--- src/rtl/hsvtorgb.sv ---
// hsvtorgb: one-pixel-per-transaction HSV -> RGB converter, Q16.16 channels.
// Sequence: IDLE accept -> SECT (sector/remainder) -> DIV (16-step restoring
// divide rem/60.0) -> MUL1 -> MUL2 (result registered) -> DONE (held until
// Out_Ready). Optional build macro HSV2RGB_ROUND_EN switches every fixed-point
// shift and the divider result from truncation to round-half-up.
//
// state | meaning
// IDLE  | waiting for In_Valid; In_Ready high
// SECT  | pick 60-degree sector, form remainder inside the sector
// DIV   | one quotient bit per cycle, f = rem / 60.0 as Q0.16
// MUL1  | a = S*f, b = S*(1-f), c = S
// MUL2  | p/q/t from V, select by sector into R/G/B
// DONE  | Out_Valid high until Out_Ready
module hsvtorgb #(
  parameter int W   = 32,
  parameter int LAT = 20
) (
  input  logic           clk,
  input  logic           rst,
  input  logic [3*W-1:0] In,
  input  logic           In_Valid,
  output logic           In_Ready,
  output logic [W-1:0]   R,
  output logic [W-1:0]   G,
  output logic [W-1:0]   B,
  output logic           Out_Valid,
  input  logic           Out_Ready
);

  typedef enum logic [2:0] {IDLE, SECT, DIV, MUL1, MUL2, DONE} state_t;

  // Cycles outside DIV: SECT, MUL1, MUL2 plus the DONE presentation cycle.
  localparam int             DIV_STEPS = LAT - 4;
  localparam logic [16:0]    ONE       = 17'h10000;
  localparam logic [24:0]    DIVISOR   = 25'h03C0000;
  localparam logic [W-1:0]   H_WRAP    = 32'h01680000;

  state_t state, state_nx;

  logic [24:0] h_q;
  logic [16:0] s_q, v_q;
  logic [2:0]  sector_q;
  logic [24:0] div_r;
  logic [15:0] quo;
  logic [3:0]  cnt;
  logic [16:0] a_q, b_q, c_q;
  logic [16:0] r_q, g_q, b_out_q;

  logic [24:0] h_cond;
  logic [16:0] s_cond, v_cond;
  logic [2:0]  sector_nx;
  logic [24:0] sector_base;
  logic [24:0] div_sh;
  logic        div_ge;
  logic [15:0] f;
  logic [16:0] p, q, t;

  // Product of two <=1.0 Q16.16 values back to Q16.16, saturated at 1.0.
  function automatic logic [16:0] scale(input logic [16:0] x, input logic [16:0] y);
    logic [33:0] prod;
    prod = {17'd0, x} * {17'd0, y};
`ifdef HSV2RGB_ROUND_EN
    prod = prod + 34'h8000;
`endif
    prod = prod >> 16;
    if (prod > 34'h10000) scale = ONE;
    else                  scale = prod[16:0];
  endfunction

  assign In_Ready  = (state == IDLE);
  assign Out_Valid = (state == DONE);
  assign R = {{(W-17){1'b0}}, r_q};
  assign G = {{(W-17){1'b0}}, g_q};
  assign B = {{(W-17){1'b0}}, b_out_q};

  // Input conditioning: hue wraps at 360, saturation/value clamp at 1.0.
  always_comb begin
    h_cond = (In[3*W-1:2*W] >= H_WRAP) ? 25'd0 : In[2*W+24:2*W];
    s_cond = (In[2*W-1:W] > 32'h00010000) ? ONE : In[W+16:W];
    v_cond = (In[W-1:0]   > 32'h00010000) ? ONE : In[16:0];
  end

  // Sector index and its starting hue.
  always_comb begin
    sector_nx   = 3'd0;
    sector_base = 25'd0;
    if      (h_q >= 25'h12C0000) begin sector_nx = 3'd5; sector_base = 25'h12C0000; end
    else if (h_q >= 25'h0F00000) begin sector_nx = 3'd4; sector_base = 25'h0F00000; end
    else if (h_q >= 25'h0B40000) begin sector_nx = 3'd3; sector_base = 25'h0B40000; end
    else if (h_q >= 25'h0780000) begin sector_nx = 3'd2; sector_base = 25'h0780000; end
    else if (h_q >= 25'h03C0000) begin sector_nx = 3'd1; sector_base = 25'h03C0000; end
  end

  // Divider step and final fraction; in MUL1 the step test yields the 17th bit.
  always_comb begin
    div_sh = div_r << 1;
    div_ge = (div_sh >= DIVISOR);
`ifdef HSV2RGB_ROUND_EN
    begin
      logic [16:0] f_sum;
      f_sum = {1'b0, quo} + 17'(div_ge);
      f = f_sum[16] ? 16'hFFFF : f_sum[15:0];
    end
`else
    f = quo;
`endif
  end

  // V-scaled terms used by the sector select.
  always_comb begin
    p = scale(v_q, ONE - c_q);
    q = scale(v_q, ONE - a_q);
    t = scale(v_q, ONE - b_q);
  end

  // State register.
  always_ff @(posedge clk) begin
    if (rst) state <= IDLE;
    else     state <= state_nx;
  end

  // Next-state logic.
  always_comb begin
    state_nx = state;
    case (state)
      IDLE:    if (In_Valid) state_nx = SECT;
      SECT:    state_nx = DIV;
      DIV:     if (cnt == 4'd0) state_nx = MUL1;
      MUL1:    state_nx = MUL2;
      MUL2:    state_nx = DONE;
      DONE:    if (Out_Ready) state_nx = IDLE;
      default: state_nx = IDLE;
    endcase
  end

  // Datapath registers, all cleared by reset so no stale result survives.
  always_ff @(posedge clk) begin
    if (rst) begin
      h_q      <= '0;
      s_q      <= '0;
      v_q      <= '0;
      sector_q <= '0;
      div_r    <= '0;
      quo      <= '0;
      cnt      <= '0;
      a_q      <= '0;
      b_q      <= '0;
      c_q      <= '0;
      r_q      <= '0;
      g_q      <= '0;
      b_out_q  <= '0;
    end else begin
      case (state)
        IDLE: if (In_Valid) begin
          h_q <= h_cond;
          s_q <= s_cond;
          v_q <= v_cond;
        end
        SECT: begin
          sector_q <= sector_nx;
          div_r    <= h_q - sector_base;
          quo      <= '0;
          cnt      <= 4'(DIV_STEPS - 1);
        end
        DIV: begin
          div_r <= div_ge ? (div_sh - DIVISOR) : div_sh;
          quo   <= {quo[14:0], div_ge};
          cnt   <= cnt - 4'd1;
        end
        MUL1: begin
          a_q <= scale(s_q, {1'b0, f});
          b_q <= scale(s_q, ONE - {1'b0, f});
          c_q <= s_q;
        end
        MUL2: begin
          case (sector_q)
            3'd0:    begin r_q <= v_q; g_q <= t;   b_out_q <= p;   end
            3'd1:    begin r_q <= q;   g_q <= v_q; b_out_q <= p;   end
            3'd2:    begin r_q <= p;   g_q <= v_q; b_out_q <= t;   end
            3'd3:    begin r_q <= p;   g_q <= q;   b_out_q <= v_q; end
            3'd4:    begin r_q <= t;   g_q <= p;   b_out_q <= v_q; end
            default: begin r_q <= v_q; g_q <= p;   b_out_q <= q;   end
          endcase
        end
        default: ;
      endcase
    end
  end

endmodule

--- config.mk ---
export PLATFORM = sky130hd
export DESIGN_NAME = hsvtorgb
export DESIGN_NICKNAME = d
export VERILOG_FILES = /design/src/rtl/hsvtorgb.sv
export SDC_FILE = /design/constraint.sdc
export NUM_CORES = 2
export LEC_CHECK = 0
export ABC_AREA = 0
export CAP_MARGIN = 40
export CORE_ASPECT_RATIO = 1.75
export CORE_UTILIZATION = 41
export CTS_CLUSTER_SIZE = 14
export DETAILED_ROUTE_END_ITERATION = 10
export PLACE_DENSITY = 0.62
export SLEW_MARGIN = 20
export SYNTH_ARGS = -nofsm -noshare
export SYNTH_HDL_FRONTEND = slang
export SYNTH_SLANG_ARGS = --single-unit
--- constraint.sdc ---
create_clock -name clk -period 24.2 [get_ports clk]
set_input_delay 4.84 -clock clk [delete_from_list [all_inputs] [get_ports clk]]
set_output_delay 4.84 -clock clk [all_outputs]
set_load 0.02 [all_outputs]
; After elaboration in Yosys (flattened, before gate mapping)
; Cells that the tools add are included.
[classes]
mul = 5
addsub = 7
shift = 0
n_lt_le_gt_ge = 14
n_bitwise = 0
reduce_logical = 10
div_mod_pow = 0
eq_ne = 12
n_mux = 29
[ops]
columns = cell, n
row1 = 17-bit case mux with 3 select lines, 3
row2 = 17-bit by 17-bit multiplier with 34-bit output, 4
row3 = 17-bit two-way mux, 7
row4 = 24-bit two-way mux, 4
row5 = 18-bit by 17-bit greater-than comparator with 1-bit output (second input constant), 4
row6 = 32-bit by 17-bit greater-than comparator with 1-bit output (second input constant), 2
row7 = 17-bit subtractor (first input constant), 3
row8 = 25-bit by 22-bit greater-or-equal comparator with 1-bit output (second input constant), 2
row9 = 25-bit by 24-bit greater-or-equal comparator with 1-bit output (second input constant), 2
row10 = 24-bit case mux with 2 select lines, 1
row11 = 17-bit by 16-bit multiplier with 33-bit output, 1
row12 = 32-bit by 25-bit greater-or-equal comparator with 1-bit output (second input constant), 1
row13 = 16-bit case mux with 2 select lines, 1
row14 = 25-bit by 23-bit greater-or-equal comparator with 1-bit output (second input constant), 1
row15 = 25-bit greater-or-equal comparator (second input constant), 1
row16 = 25-bit two-way mux, 1
row17 = 24-bit by 22-bit subtractor with 24-bit output (second input constant), 1
row18 = 24-bit subtractor, 1
row19 = 23-bit two-way mux, 1
row20 = 22-bit two-way mux, 1
row21 = 3-bit case mux with 6 select lines, 1
row22 = 17-bit greater-than comparator (second input constant), 1
row23 = 17-bit by 16-bit subtractor with 17-bit output (first input constant), 1
row24 = 3-bit two-way mux, 5
row25 = 15 further kinds, 27
[word_totals]
elab_cells = 91
ram_bits = 0
memories = 0
latch_bits = 0
register_bits = 211
in_bits = 100
mem_bits_ro = 0
output_inout_bits = 98

; Longest topological paths before layout
[logic_depth]
word_depth = 8
mapped_depth = 35
ltp_nobuf = 30

; Worst setup path before layout
; OpenSTA, ideal clock, no wires.
[synth_path]
kind = register to register
startpoint = register c_q[0]
endpoint = register r_q[10]
required_ns = 24.066
arrival_time_ns = 8.090
setup_ns = 0.134
stages_incl_launch_ff = 33
n_path_buf = 5
slack_ns = 15.976
path_cell_list = dfxtp_1 > clkbuf_1 > buf_1 > inv_1 > ha_1 > nand2_1 > or4_1 > xnor2_1 > clkbuf_1 > nand2_1 > fa_1 > fa_1 > inv_1 > fa_1 > fa_1 > fa_1 > inv_1 > fa_1 > inv_1 > ha_1 > buf_4 > nand4_2 > a2111oi_4 > nand2_1 > a211o_2 > mux2i_1 > a2111oi_2 > nor4_1 > a31oi_1 > buf_6 > nor2_4 > a2111oi_2 > nor4_1
[synth_via]
elab_chain_len = 5
[synth_rtl]
columns = element, line
row1 = start: declaration, 46  ; logic [16:0] a_q, b_q, c_q;
row2 = start signal: assignment, 173  ; c_q <= s_q;
row3 = 17-bit subtractor (*), 111  ; p = scale(v_q, ONE - c_q);
row4 = 17-bit by 17-bit multiplier with 34-bit output (*), 61  ; prod = {17'd0, x} * {17'd0, y};
row5 = 18-bit by 17-bit greater-than comparator with 1-bit output, 66  ; if (prod > 34'h10000) scale = ONE;
row6 = 17-bit two-way mux (*), 66
row7 = 17-bit case mux with 3 select lines (*), 176  ; case (sector_q)
row8 = end signal: assignment, 177  ; 3'd0: begin r_q <= v_q; g_q <= t; b_out_q <= p; end
row9 = end signal: assignment, 178  ; 3'd1: begin r_q <= q; g_q <= v_q; b_out_q <= p; end
row10 = end signal: assignment, 179  ; 3'd2: begin r_q <= p; g_q <= v_q; b_out_q <= t; end
row11 = end: declaration, 47  ; logic [16:0] r_q, g_q, b_out_q;
; Mark *: on every way between the ends. The rest lies on a longest branch, timed or not.
; A chain may end at the register's enable or synchronous reset.

; Worst setup path after layout
[layout_path]
startpoint = register b_q[2]
endpoint = register g_q[9]
[layout_via]
elab_chain_len = 5
[layout_rtl]
columns = element, line
row1 = start: declaration, 46
row2 = start signal: assignment, 172  ; b_q <= scale(s_q, ONE - {1'b0, f});
row3 = 17-bit subtractor (*), 113  ; t = scale(v_q, ONE - b_q);
row4 = 17-bit by 17-bit multiplier with 34-bit output (*), 61
row5 = 18-bit by 17-bit greater-than comparator with 1-bit output, 66
row6 = 17-bit two-way mux (*), 66
row7 = 17-bit case mux with 3 select lines (*), 176
row8 = end signal: assignment, 177
row9 = end signal: assignment, 178
row10 = end signal: assignment, 179
row11 = end: declaration, 47
; Marks and branches as above.

==> impl_results.md <==
* Syn_area_per_cell at 8.27 um2
* Std-Cell Rows at 181
* Lkg Pwr at 30.5 nW
* Share of layout cells above drive strength 1 at 4.32%
* H-tree depth at 1
* Post-route ant nets at 0
* Tcrit/Tclk final at 40.9%
* Remaining DRCs at 0
* Post-Syn Instances at 6,987
* Initial Util at 41.4%
* GRT Total Usage at 27.4%
* Number of antenna violations at the first check in global routing at 8
* Via count at 48.6k
* Maximum buffer depth of the clock tree at 3
* Register clock-pin slew on the reported worst setup and hold paths at 70 ps
* Endpoints failing hold at 0
* IO Port Bufs at 152
* Worst path max stage delay at 720 ps
* Crit path max-delay cell type: nor3b_2
* Total power at 1.11 mW
* DR pass1 iterations at 6
* CP required at 24,740 ps
* Fillers at 14.0k
* GP Congestion at 1.02
* # IOs at 198
* Pwr/cell area at 17.8 nW/um2
* Worst setup SP type: register
* Root buffer cell: clkbuf_16
* Crit Path Class: reg -> reg
* Synth area leader: fa_1
* Vias in the first global route at 53.4k
* Post-Place Cells at 8,745
* Max Slew Vio Count at 0
* Top area cells in the synthesized netlist: fa_1, ha_1, inv_1
* Die H at 499 um
* Area delta synth->final at 7.85%
* MaxCap Viol Count at 0
* Post-CTS Repair Setup Buffers at 0
* Final WL at 192,000 um
* TritonCTS clock tree: done
* Cts repair resizes at 0
* Status: complete, no violations
* Final setup viols at 0
* TritonCTS Buffers at 24
* DR vias/cell at 5.53
* Post-synthesis sequential area ratio at 7.31%
* Most frequently used flop master after synthesis: dfxtp_1
* Register Area at 4250 um2
* Post-Syn Area at 57,800 um2
* Synth Register Bits at 211
* Maximum vdd drop at 41.2 uV
* HP Class: reg -> reg
* WL/cell at 21.8 um
* Area occupied by multi-input gates at 46,800 um2
* Grt ovf at 0
* Worst Path Arrival at 10,440 ps
* Final core utilization at 44.7%
* Clk_lat worst skew at 630 ps
* WHS at 460 ps
* Setup TNS at 0 ps
* Setup repair after global routing missed its margin: false
* First-pass GRT wire length at 300,000 um
* Pin count of the biggest net entering global routing at 107
* CTS sink count at 211
* Slew @ Worst Pin at 957 ps
* Nets at 8,681
* Post-synth ARST share at 0%
* Die area at 143,000 um2
* Achievable clock frequency at 0.101 GHz
* Slew HR at 36.0%
* Share of the synthesized area in the top cell type at 38.0%
* Tmin final at 9900 ps
* Final HPWL DP at 152,000 um
* EDFF count, synth at 0
* Core area at 140,000 um2
* Die Width at 286 um
* CP most frequent cell: fa_1
* Most numerous cell in the Yosys netlist: inv_1
* Synthesis Warnings at 0
* DR iter-0 viols at 3,066
* Unique masters post-synth at 90
* Hold-fix buffers at CTS at 0
* Number of cells in the finished layout apart from fillers at 8,801
* CP Capture Type: register
* Worst Path Max Fanout at 11
* Clock Skew at 41.6 ps
* Post-synth top cells: inv_1, nand2_1, fa_1
==> logic make-up (layout without fill, tap and decap cells) <==
logic type               after synthesis  count (layout)  synth area share, %
AND/OR/NAND/NOR                     2288            2288                 18.3
XOR/XNOR                             152             152                 2.30
AO/OA/AOI/OAI                        845             845                 9.91
multiplexers                          12              12                0.219
other                                  1              51              0.00649
adder cells (fa/ha/maj)             1633            1633                 49.6
buffers and inverters               1845            1779                 12.4
flip-flops                           211             211                 7.31
==> critical path: cells and delay by family (launching register included) <==
| family | cells | cell delay (ps) |
|---|---|---|
| buf+inv | 4 | 450 |
| fa+ha+maj | 7 | 3380 |
| xor+xnor | 1 | 380 |
| simple gates | 9 | 2890 |
| flops | 1 | 390 |
| compound gates | 8 | 2330 |
==> layer usage <==
layer	global-route usage [%]	vias up	part of all wire, %
met5	0	-	0.025
met2	51.7	1779	53
li1	-	21400	-
met4	19.1	8	7.9
met3	3.43	711	5.5
met1	27.6	24700	33
==> placed cells by master (no fill, tap or decap), types with 81 or more instances in the layout <==
cell / n
a22oi_1: 81
nand2_1: 1218
and2_1: 481
ha_1: 537
inv_1: 1419
a21oi_1: 206
dfxtp_1: 194
buf_4: 139
xnor2_1: 86
nor2_1: 248
o21ai_0: 154
fa_1: 1096
clkdlybuf4s50_1: 151
==> worst paths after layout <==
| check | from | end | slack (ps) | depth (start not counted) |
|---|---|---|---|---|
| setup / recovery | b_q[2] | g_q[9] | 14300 | 29 |
| hold / removal | g_q[5] | g_q[5] | 460 | 2 |
| setup reg to reg | b_q[2] | g_q[9] | 14300 | 29 |
| hold reg to reg | g_q[5] | g_q[5] | 460 | 2 |
==> stage by stage <==
| stage | worst slack (ps) | cell area (um2) |
|---|---|---|
| 2_1_floorplan | 15980 | 58000 |
| 3_3_place_gp | 13810 | 61200 |
| 3_5_place_dp | 14380 | 61500 |
| 4_1_cts | 14380 | 62300 |
| 5_1_grt | 13880 | 62300 |
| 6_report | 14300 | 62300 |
==> power breakdown <==
part / leakage (nW) / switching (mW) / internal (mW) / total [mW]
sequential: 1.71 / 0.0171 / 0.367 / 0.384
clock: 0.386 / 0.184 / 0.203 / 0.387
combinational: 28.4 / 0.236 / 0.100 / 0.336
==> cell type report <==
| class | count | share of cell area (%) |
|---|---|---|
| inverters | 1420 | 8.55 |
| well taps | 1830 | 3.67 |
| flip-flops and latches | 211 | 6.81 |
| clock buffers | 28 | 1.02 |
| repair buffers | 316 | 4.60 |
| multi-input cells | 4975 | 75.1 |
| clock inverters | 15 | 0.243 |
| diodes | 6 | 0.0241 |
==> registers in the layout, summed over array words and instances, names as in the netlist <==
signal    count
state         3
h_q          25
sector_q      3
cnt           4
a_q          17
s_q          17
div_r        24
g_q          17
r_q          17
b_q          17
v_q          17
b_out_q      17
c_q          17
f            16
No activity file was read; power rests on OpenSTA's default activity.
